[config.mk]
export PLATFORM = sky130hd
export DESIGN_NAME = fp32_to_fixed
export DESIGN_NICKNAME = d
export VERILOG_FILES = /design/src/rtl/fp32_to_fixed.sv
export SDC_FILE = /design/constraint.sdc
export NUM_CORES = 1
export LEC_CHECK = 0
export BUFFER_PORTS_ARGS = -buffer_cell sky130_fd_sc_hd__buf_2
export CAP_MARGIN = 20
export CORE_MARGIN = 2
export CORE_UTILIZATION = 56
export DETAILED_ROUTE_END_ITERATION = 6
export PLACE_DENSITY = 0.79
export SETUP_SLACK_MARGIN = 0.05
export SLEW_MARGIN = 30
export SYNTH_ARGS = -nofsm -noshare
export SYNTH_HDL_FRONTEND = slang
export SYNTH_SLANG_ARGS = --single-unit
[constraint.sdc]
create_clock -name clk -period 5.1 [get_ports clk]
set_clock_uncertainty 0.1 [all_clocks]
set_input_delay 0.255 -clock clk [delete_from_list [all_inputs] [get_ports clk]]
set_output_delay 0.255 -clock clk [all_outputs]
set_load 0.1 [all_outputs]
[src/rtl/fp32_to_fixed.sv]
// fp32_to_fixed: IEEE-754 single precision to signed two's-complement fixed point.
// Two pipeline registers (unpack, then shift/saturate) with valid/ready on both
// sides. Both stages advance together on en, so a stall freezes the whole pipe.
module fp32_to_fixed #(
  parameter int OUT_W  = 32,
  parameter int FRAC_W = 16
) (
  input  logic             clk,
  input  logic             rst,
  input  logic             in_valid,
  output logic             in_ready,
  input  logic [31:0]      in_data,
  output logic             out_valid,
  input  logic             out_ready,
  output logic [OUT_W-1:0] out_data,
  output logic             out_ovf,
  output logic             out_nan
);

  // Shift amounts span roughly -150..+151, so 10 signed bits are enough.
  localparam int SH_W = 10;
  localparam logic signed [SH_W-1:0] SH_BIAS = SH_W'(150 - FRAC_W);
  // Largest left shift that still fits a 24-bit mantissa in OUT_W+1 bits.
  localparam logic signed [SH_W-1:0] SH_MAX  = SH_W'(OUT_W - 23);
  // Right shifts of 24 or more leave nothing of the mantissa.
  localparam logic signed [SH_W-1:0] SH_GONE = SH_W'(24);
  localparam logic [OUT_W:0]   POS_LIM = {2'b00, {(OUT_W-1){1'b1}}};
  localparam logic [OUT_W:0]   NEG_LIM = {2'b01, {(OUT_W-1){1'b0}}};
  localparam logic [OUT_W-1:0] POS_SAT = {1'b0, {(OUT_W-1){1'b1}}};
  localparam logic [OUT_W-1:0] NEG_SAT = {1'b1, {(OUT_W-1){1'b0}}};

  logic en;

  logic                   s1_valid_reg;
  logic                   s1_sign_reg;
  logic                   s1_nan_reg;
  logic                   s1_inf_reg;
  logic [23:0]            s1_m_reg;
  logic signed [SH_W-1:0] s1_sh_reg;

  logic                   out_valid_reg;
  logic [OUT_W-1:0]       out_data_reg;
  logic                   out_ovf_reg;
  logic                   out_nan_reg;

  logic [7:0]             in_exp;
  logic [22:0]            in_frac;
  logic                   exp_is_max;
  logic [23:0]            m_next;
  logic signed [SH_W-1:0] sh_next;

  logic [OUT_W:0]         m_ext;
  logic [OUT_W:0]         mag;
  logic                   too_big;
  logic signed [SH_W-1:0] neg_sh;
  logic [OUT_W-1:0]       data_next;
  logic                   ovf_next;
  logic                   nan_next;

  // The pipe advances when the output register is empty or being drained.
  assign en       = !out_valid_reg || out_ready;
  assign in_ready = !rst && en;

  assign in_exp     = in_data[30:23];
  assign in_frac    = in_data[22:0];
  assign exp_is_max = &in_exp;

  // Unpack: restore the hidden bit for normal numbers; zero/subnormal and
  // Inf/NaN carry a zero mantissa, so later stages see an exact 0 for them.
  always_comb begin
    m_next  = ((in_exp != 8'd0) && !exp_is_max) ? {1'b1, in_frac} : 24'd0;
    sh_next = $signed({2'b00, in_exp}) - SH_BIAS;
  end

  // Stage 1 register: unpacked fields and the signed shift amount.
  always_ff @(posedge clk or posedge rst) begin
    if (rst) begin
      s1_valid_reg <= 1'b0;
      s1_sign_reg  <= 1'b0;
      s1_nan_reg   <= 1'b0;
      s1_inf_reg   <= 1'b0;
      s1_m_reg     <= 24'd0;
      s1_sh_reg    <= '0;
    end else if (en) begin
      s1_valid_reg <= in_valid;
      s1_sign_reg  <= in_data[31];
      s1_nan_reg   <= exp_is_max && (in_frac != 23'd0);
      s1_inf_reg   <= exp_is_max && (in_frac == 23'd0);
      s1_m_reg     <= m_next;
      s1_sh_reg    <= sh_next;
    end
  end

  // Denormalise the mantissa and saturate by sign; oversized left shifts are
  // flagged without shifting so the shifter never needs more than OUT_W+1 bits.
  always_comb begin
    m_ext     = {{(OUT_W-23){1'b0}}, s1_m_reg};
    mag       = '0;
    too_big   = 1'b0;
    neg_sh    = -s1_sh_reg;
    data_next = '0;
    ovf_next  = 1'b0;
    nan_next  = 1'b0;
    if (!s1_sh_reg[SH_W-1]) begin
      if (s1_sh_reg > SH_MAX) too_big = 1'b1;
      else                    mag     = m_ext << s1_sh_reg;
    end else if (neg_sh < SH_GONE) begin
      mag = m_ext >> neg_sh;
    end
    if (s1_nan_reg) begin
      nan_next = 1'b1;
    end else if (s1_inf_reg || too_big ||
                 (s1_sign_reg ? (mag > NEG_LIM) : (mag > POS_LIM))) begin
      data_next = s1_sign_reg ? NEG_SAT : POS_SAT;
      ovf_next  = 1'b1;
    end else begin
      // mag == 2^(OUT_W-1) on a negative input negates to the most negative code.
      data_next = s1_sign_reg ? -mag[OUT_W-1:0] : mag[OUT_W-1:0];
    end
  end

  // Stage 2 register: the result word and its sideband flags.
  always_ff @(posedge clk or posedge rst) begin
    if (rst) begin
      out_valid_reg <= 1'b0;
      out_data_reg  <= '0;
      out_ovf_reg   <= 1'b0;
      out_nan_reg   <= 1'b0;
    end else if (en) begin
      out_valid_reg <= s1_valid_reg;
      out_data_reg  <= data_next;
      out_ovf_reg   <= ovf_next;
      out_nan_reg   <= nan_next;
    end
  end

  assign out_valid = out_valid_reg;
  assign out_data  = out_data_reg;
  assign out_ovf   = out_ovf_reg;
  assign out_nan   = out_nan_reg;

endmodule

==> results.sh, run 1 <==
export IMPL_status="finished clean"
export IMPL_ys_ff_latch=72
export IMPL_synth_edf_count=0
export IMPL_hp_start="in_data[24]"
export IMPL_final_antenna_net_count=0
export IMPL_synth_cells=897
export IMPL_rows=43
export IMPL_reg2reg_from="s1_sh_reg[1]"
export IMPL_r2r_end="out_data[12]"
export IMPL_ir_worst_vdd_mv=0.354
export IMPL_fin_util_pct=62.4
export IMPL_slew_violations=0
export IMPL_initial_utilization_pct=57.1
export IMPL_syn_avg_cell_area_sq_um=8.80
export IMPL_nets=970
export IMPL_p_sw_share_pct=54.2
export IMPL_p_clk_share_pct=15.1
export IMPL_min_path_type="input port to flop"
export IMPL_endpoint_kind="flop"
export IMPL_crit_required_ns=5.20
export IMPL_grt_max_degree=69
export IMPL_portBuffers=71
export IMPL_die_h_um=123
export IMPL_start_kind="flop"
export IMPL_dieArea_sq_mm=0.0151
export IMPL_ys_top_cells_by_area="dfrtp_1 23%, mux2i_1 8.7%, mux4_2 6.3%"
export IMPL_cts_sink_count=72
export IMPL_tns_ns=0
export IMPL_comb_power_share_pct=62.0
export IMPL_worstPathArrival_ns=4.89
export IMPL_yosysWarnings=0
export IMPL_vias=7968
export IMPL_power_frac_seq_pct=22.9
export IMPL_yosysUniqueCellTypes=97
export IMPL_cts_root_buffer="clkbuf_16"
export IMPL_setup_viol=0
export IMPL_gp_congestion=1.08
export IMPL_fin_crit_sh_pct=93.9
export IMPL_syn2layout_area_growth_pct=9.30
export IMPL_powerDensity_mw_per_mm2=466
export IMPL_wire_per_inst_um=23.6
export IMPL_wirelength_um=26200
export IMPL_switching_power_mw=2.18
export IMPL_ys_seq_area_share_pct=22.8
export IMPL_hpwl_um=19500
export IMPL_p_leak_nw=3.67
export IMPL_antenna_found_initial=0
export IMPL_core_sq_mm=0.0138
export IMPL_post_route_min_period_ns=4.79
export IMPL_fillCellCount=1170
export IMPL_grt_pass1_wl_um=41500
export IMPL_grt_usage_pct=36.2
export IMPL_synth_fp_nets=939
export IMPL_yosysTopAreaCell="dfrtp_1"
export IMPL_grt_overflow_total=0
export IMPL_p_int_mw=1.84
export IMPL_tightest_slew_ns=0.944
export IMPL_cts_tree="yes"
export IMPL_drtIter0Drc=1247
export IMPL_finalHoldViolations=0
export IMPL_hold_depth=2
export IMPL_ys_flop_type="dfrtp_1"
export IMPL_first_pass_iters=5
export IMPL_h_tree_depth=3
export IMPL_r2r_cells=13
export IMPL_ff2ff_setup_slack_ns=0.31
export IMPL_max_freq_mhz=209
export IMPL_synth_top_area_share_pct=22.8
export IMPL_synthArstFlopShare_pct=100
export IMPL_grt_pass1_vias=7399
export IMPL_crit_type="flop to flop"
export IMPL_rsz0062_at_grt="no"
export IMPL_drcViolationCount=0
export IMPL_n_antenna_cell=0
export IMPL_clk_pin_slew_worst_paths_ns=0.06
export IMPL_cts_buffers=9
export IMPL_synth_area_sq_mm=0.00790
export IMPL_holdPathEnd="s1_sh_reg[1]"
export IMPL_ios=72
export IMPL_drive_gt1_share_pct=23.4
export IMPL_maxCapViolations=0
export IMPL_clk_latency_ns=0.35
export IMPL_largest_reg_flops=32
export IMPL_clock_path_buffers=2
export IMPL_chipWidth_um=123
export IMPL_crit_fanout=11
export IMPL_vias_per_cell=7.17
export IMPL_max_slew_margin_pct=36.5
-- through the flow --
stage	power [mW]	hold slack, ns	setup WS, ns	instance area, sq um	cells
2_1_floorplan	2.84	0.240	0.337	7900	897
3_3_place_gp	3.33	0.304	0.479	8310	1094
3_5_place_dp	3.35	0.317	0.342	8310	1094
4_1_cts	3.97	0.00946	0.321	8610	1110
5_1_grt	4.21	0.0453	0.108	8630	1111
6_report	4.02	0.0397	0.311	8630	1111
-- cell usage in the layout, fill, tap and decap left out, types with 5 or more instances in the layout --
cell       count
o22ai_1       14
xor2_1         7
a22o_1        25
o221ai_1      14
o211ai_1       9
nor2b_1       14
buf_2         71
nand3_1       34
nand2b_1       7
nor3_1        23
nor3b_1        5
a21oi_1       39
a21o_1         7
inv_1         17
o31ai_1        7
and3_1         9
nor2_1        53
a211oi_1      13
o21ai_0       25
ha_1           6
a31oi_1       12
mux2i_1       69
a211o_1        5
dfrtp_1       68
and2_1         6
nor4_1        11
xnor2_1       18
buf_4         35
a221oi_1       8
or3_1          6
mux4_2        22
nand4_1       11
mux2_2        33
a221o_1       19
clkbuf_16      9
nand2_1       79
-- cells by family (layout without fill, tap and decap cells) --
| kind of cell | Yosys count | in the layout | share of synthesized area [%] |
|---|---|---|---|
| xor gates and xnor gates | 27 | 27 | 3.47 |
| muxes | 127 | 127 | 20.2 |
| adders and majority gates | 6 | 6 | 0.951 |
| buffers and inverters | 109 | 143 | 6.59 |
| AOI/OAI and AO/OA | 265 | 265 | 26.2 |
| and+or+nand+nor | 291 | 291 | 19.7 |
| DFF | 72 | 72 | 22.8 |
-- layout make-up --
cell class                 instances  area, sq um  area share [%]
sequential                        72         1810            21.0
multi-input combinational        716         5590            64.7
tap                              180          225            2.61
inverter                          20         75.1           0.870
clock inverter                     4         47.5           0.551
clock buffer                      10          229            2.65
timing repair buffer             109          658            7.63
-- layer usage --
metal  part of all wire [%]  track usage [%]  up-vias
met5                      0                0        -
met3                     11             9.94      105
met4                    5.2             17.7        0
li1                       -                -     3557
met2                     44             52.7      506
met1                     40             49.3     3800
-- power by group through the flow --
stage / Combinational [mW] / Clock, mW / Sequential (mW)
floorplan: 1.30 / 0 / 1.54
global placement: 2.41 / 0 / 0.915
detailed placement: 2.43 / 0 / 0.918
CTS: 2.45 / 0.613 / 0.909
global route: 2.63 / 0.640 / 0.939
finish: 2.49 / 0.606 / 0.923
-- how the worst max path moves through the flow --
stage	start	endpoint	slack (ns)
6_report	s1_sh_reg[1]	out_data[12]	0.31
5_1_grt	s1_sh_reg[0]	out_data[25]	0.11
4_1_cts	s1_sh_reg[0]	out_data[25]	0.32
3_5_place_dp	s1_sh_reg[0]	out_data[25]	0.34
3_3_place_gp	s1_sh_reg[1]	out_data[1]	0.48
2_1_floorplan	s1_sh_reg[1]	out_data[30]	0.34
-- worst max-delay path, cell delays in order (launching register included) --
cell and delay, ns:
dfrtp_2 0.39, inv_1 0.25, ha_1 0.26, buf_4 0.19
nor3b_4 0.33, mux2_2 0.42, nor4_1 0.83, a221oi_1 0.24
and2_1 0.26, and3_1 0.21, and3_2 0.22, a31oi_4 0.37
nand2b_1 0.38, o221ai_1 0.20
-- synthesized netlist by cell type (5+ instances only) --
library cell	instances
a211o_1	5
nor2_1	53
and3_1	9
clkbuf_1	45
buf_6	7
a22o_1	25
mux2i_1	69
o21ai_0	25
mux4_2	22
nor2b_1	15
nor4_1	11
ha_1	6
and2_1	6
buf_4	7
nor3b_1	5
inv_1	18
o211ai_1	9
nand4_1	11
a221o_1	19
dfrtp_1	72
or3_1	6
a21oi_1	39
o31ai_1	7
nand2_1	79
nor3_1	23
o221ai_1	14
a31oi_1	12
a221oi_1	8
buf_2	25
xnor2_1	18
mux2_2	33
o22ai_1	14
nand3_1	34
nand2b_1	7
xor2_1	7
a21o_1	7
a211oi_1	14
-- what timing repair did --
item,in CTS,in global routing
buffers inserted,0,1
endpoints found under the hold margin,35,0
endpoints found under the setup margin,0,18
resized for setup,0,0
hold buffers,2,0
Note: power is estimated with default switching activity, not from simulation.
==> run 2, diff against run 1 <==
--- a/config.mk
+++ b/config.mk
@@ -10,6 +10,7 @@
 export CORE_MARGIN = 2
 export CORE_UTILIZATION = 56
 export DETAILED_ROUTE_END_ITERATION = 6
+export GPL_TIMING_DRIVEN = 0
 export PLACE_DENSITY = 0.79
 export SETUP_SLACK_MARGIN = 0.05
 export SLEW_MARGIN = 30
==> results.sh, run 2 (synthesis gave the netlist of run 1 again) <==
export IMPL_status="finished clean"
export IMPL_setup_viol=0
export IMPL_ios=72
export IMPL_cts_buffers=9
export IMPL_total_power_mw=4.36
export IMPL_final_common_cell="buf_2"
export IMPL_start_kind="flop"
export IMPL_ir_worst_vdd_mv=0.357
export IMPL_fin_crit_sh_pct=95.7
export IMPL_slowest_delay_ns=0.49
export IMPL_tightest_slew_ns=0.920
export IMPL_grt_pass1_wl_um=48200
export IMPL_worstPathArrival_ns=5.03
export IMPL_initial_utilization_pct=57.1
export IMPL_slew_violations=0
export IMPL_cts_root_buffer="clkbuf_16"
export IMPL_clk_latency_ns=0.35
export IMPL_p_leak_nw=3.82
export IMPL_vias=8691
export IMPL_die_h_um=123
export IMPL_chipWidth_um=123
export IMPL_syn2layout_area_growth_pct=14.3
export IMPL_crit_type="flop to flop"
export IMPL_post_route_min_period_ns=4.88
export IMPL_powerDensity_mw_per_mm2=483
export IMPL_maxCapViolations=0
export IMPL_largest_reg_flops=32
export IMPL_cts_tree="yes"
export IMPL_grt_usage_pct=43.5
export IMPL_fin_util_pct=65.3
export IMPL_gp_congestion=1.07
export IMPL_layout_common_cells="92 x buf_2, 79 x nand2_1, 72 x dfrtp_1"
export IMPL_wire_per_inst_um=27.4
export IMPL_crit_fanout=15
export IMPL_clk_pin_slew_worst_paths_ns=0.06
export IMPL_min_path_type="input port to flop"
export IMPL_regArea_sq_mm=0.00180
export IMPL_dieArea_sq_mm=0.0151
export IMPL_h_tree_depth=3
export IMPL_max_freq_mhz=205
export IMPL_place_ws_ns=-0.858
export IMPL_drcViolationCount=0
export IMPL_multi_input_area_sq_mm=0.00567
export IMPL_cp_cell_sequence="buf_6, buf_6, buf_6, buf_2, buf_2, buf_2, a211oi_1, o311ai_1, o221ai_2, a21oi_1, a21oi_2, ha_1, nand2_1, nor4_4, and2_4, a31oi_4, buf_2, nand2_1, a32o_1"
export IMPL_dp_cells=1149
export IMPL_n_antenna_cell=0
export IMPL_setup_ws_ns=0.221
export IMPL_max_slew_margin_pct=37.8
export IMPL_core_sq_mm=0.0138
export IMPL_rows=43
export IMPL_slowest_stage="o311ai_1"
export IMPL_final_antenna_net_count=0
export IMPL_drtIter0Drc=1205
export IMPL_wirelength_um=32100
export IMPL_critPathMostFrequentCell="buf_2"
export IMPL_stdcell_count=1172
export IMPL_hold_depth=2
export IMPL_cts_sink_count=72
export IMPL_endpoint_kind="flop"
export IMPL_grt_max_degree=41
export IMPL_r2r_cells=19
export IMPL_drive_gt1_share_pct=24.2
export IMPL_grt_pass1_vias=7934
export IMPL_grt_overflow_total=0
export IMPL_hpwl_um=24300
export IMPL_crit_required_ns=5.25
export IMPL_first_pass_iters=7
export IMPL_portBuffers=71
export IMPL_fillCellCount=1178
export IMPL_antenna_found_initial=0
export IMPL_finalHoldViolations=0
export IMPL_clock_path_buffers=2
export IMPL_nets=1029
export IMPL_vias_per_cell=7.42
[run 2: through the flow]
stage / TNS [ns] / hold slack, ns / area [sq um]
after floorplan: 0 / 0.240 / 7900
after global placement: -23.94 / 0.345 / 8480
after detailed placement: -22.49 / 0.199 / 8500
after CTS: 0 / 0.0246 / 8920
after global routing: -0.0356 / 0.0378 / 9020
final: 0 / 0.0270 / 9020
[run 2: metal layers]
| layer | global-route usage [%] | share of wire [%] | vias to the layer above |
|---|---|---|---|
| met3 | 13.8 | 13 | 122 |
| met2 | 61.0 | 41 | 688 |
| li1 | - | - | 3661 |
| met1 | 60.5 | 40 | 4220 |
| met4 | 20.5 | 5.5 | 0 |
| met5 | 0 | 0 | - |
[run 2: worst paths after layout]
| kind | startpoint | end | slack, ns |
|---|---|---|---|
| max | s1_sh_reg[0] | out_data[3] | 0.22 |
| min | in_data[2] | s1_m_reg[2] | 0.03 |
| max reg2reg | s1_sh_reg[0] | out_data[3] | 0.22 |
| min reg2reg | out_nan | out_nan | 0.37 |
| max in group asynchronous | rst | s1_m_reg[10] | 3.98 |
| min in group asynchronous | rst | out_data[6] | 0.37 |
[run 2: layout make-up]
| class | instances | share of cell area (%) |
|---|---|---|
| multi-input combinational | 716 | 62.8 |
| sequential | 72 | 20.0 |
| buffer | 87 | 5.16 |
| timing repair buffer | 81 | 4.96 |
| clock buffer | 10 | 2.65 |
| tap | 180 | 2.50 |
| clock inverter | 6 | 1.05 |
| inverter | 20 | 0.901 |
[run 2: timing repair]
| action | in CTS | in global routing |
|---|---|---|
| gates resized for setup | 12 | 20 |
| endpoints found under the setup margin | 33 | 33 |
| hold buffers | 2 | 0 |
| hold endpoints to repair | 33 | 0 |
| setup buffers | 6 | 1 |
| pin swaps | 2 | 2 |
[run 2: worst max-delay path, delay by kind of cell, from the launching register on]
kind            cells  cell delay, ns
buf+inv             7            1.87
compound gates      7            1.57
simple gates        4            0.58
flops               1            0.39
fa+ha+maj           1            0.25
[run 2: report_power, final]
group,leakage [nW],switching [mW],internal [mW]
sequential,0.892,0.115,0.710
combinational,2.76,1.99,0.809
clock,0.164,0.280,0.449
total,3.82,2.39,1.97
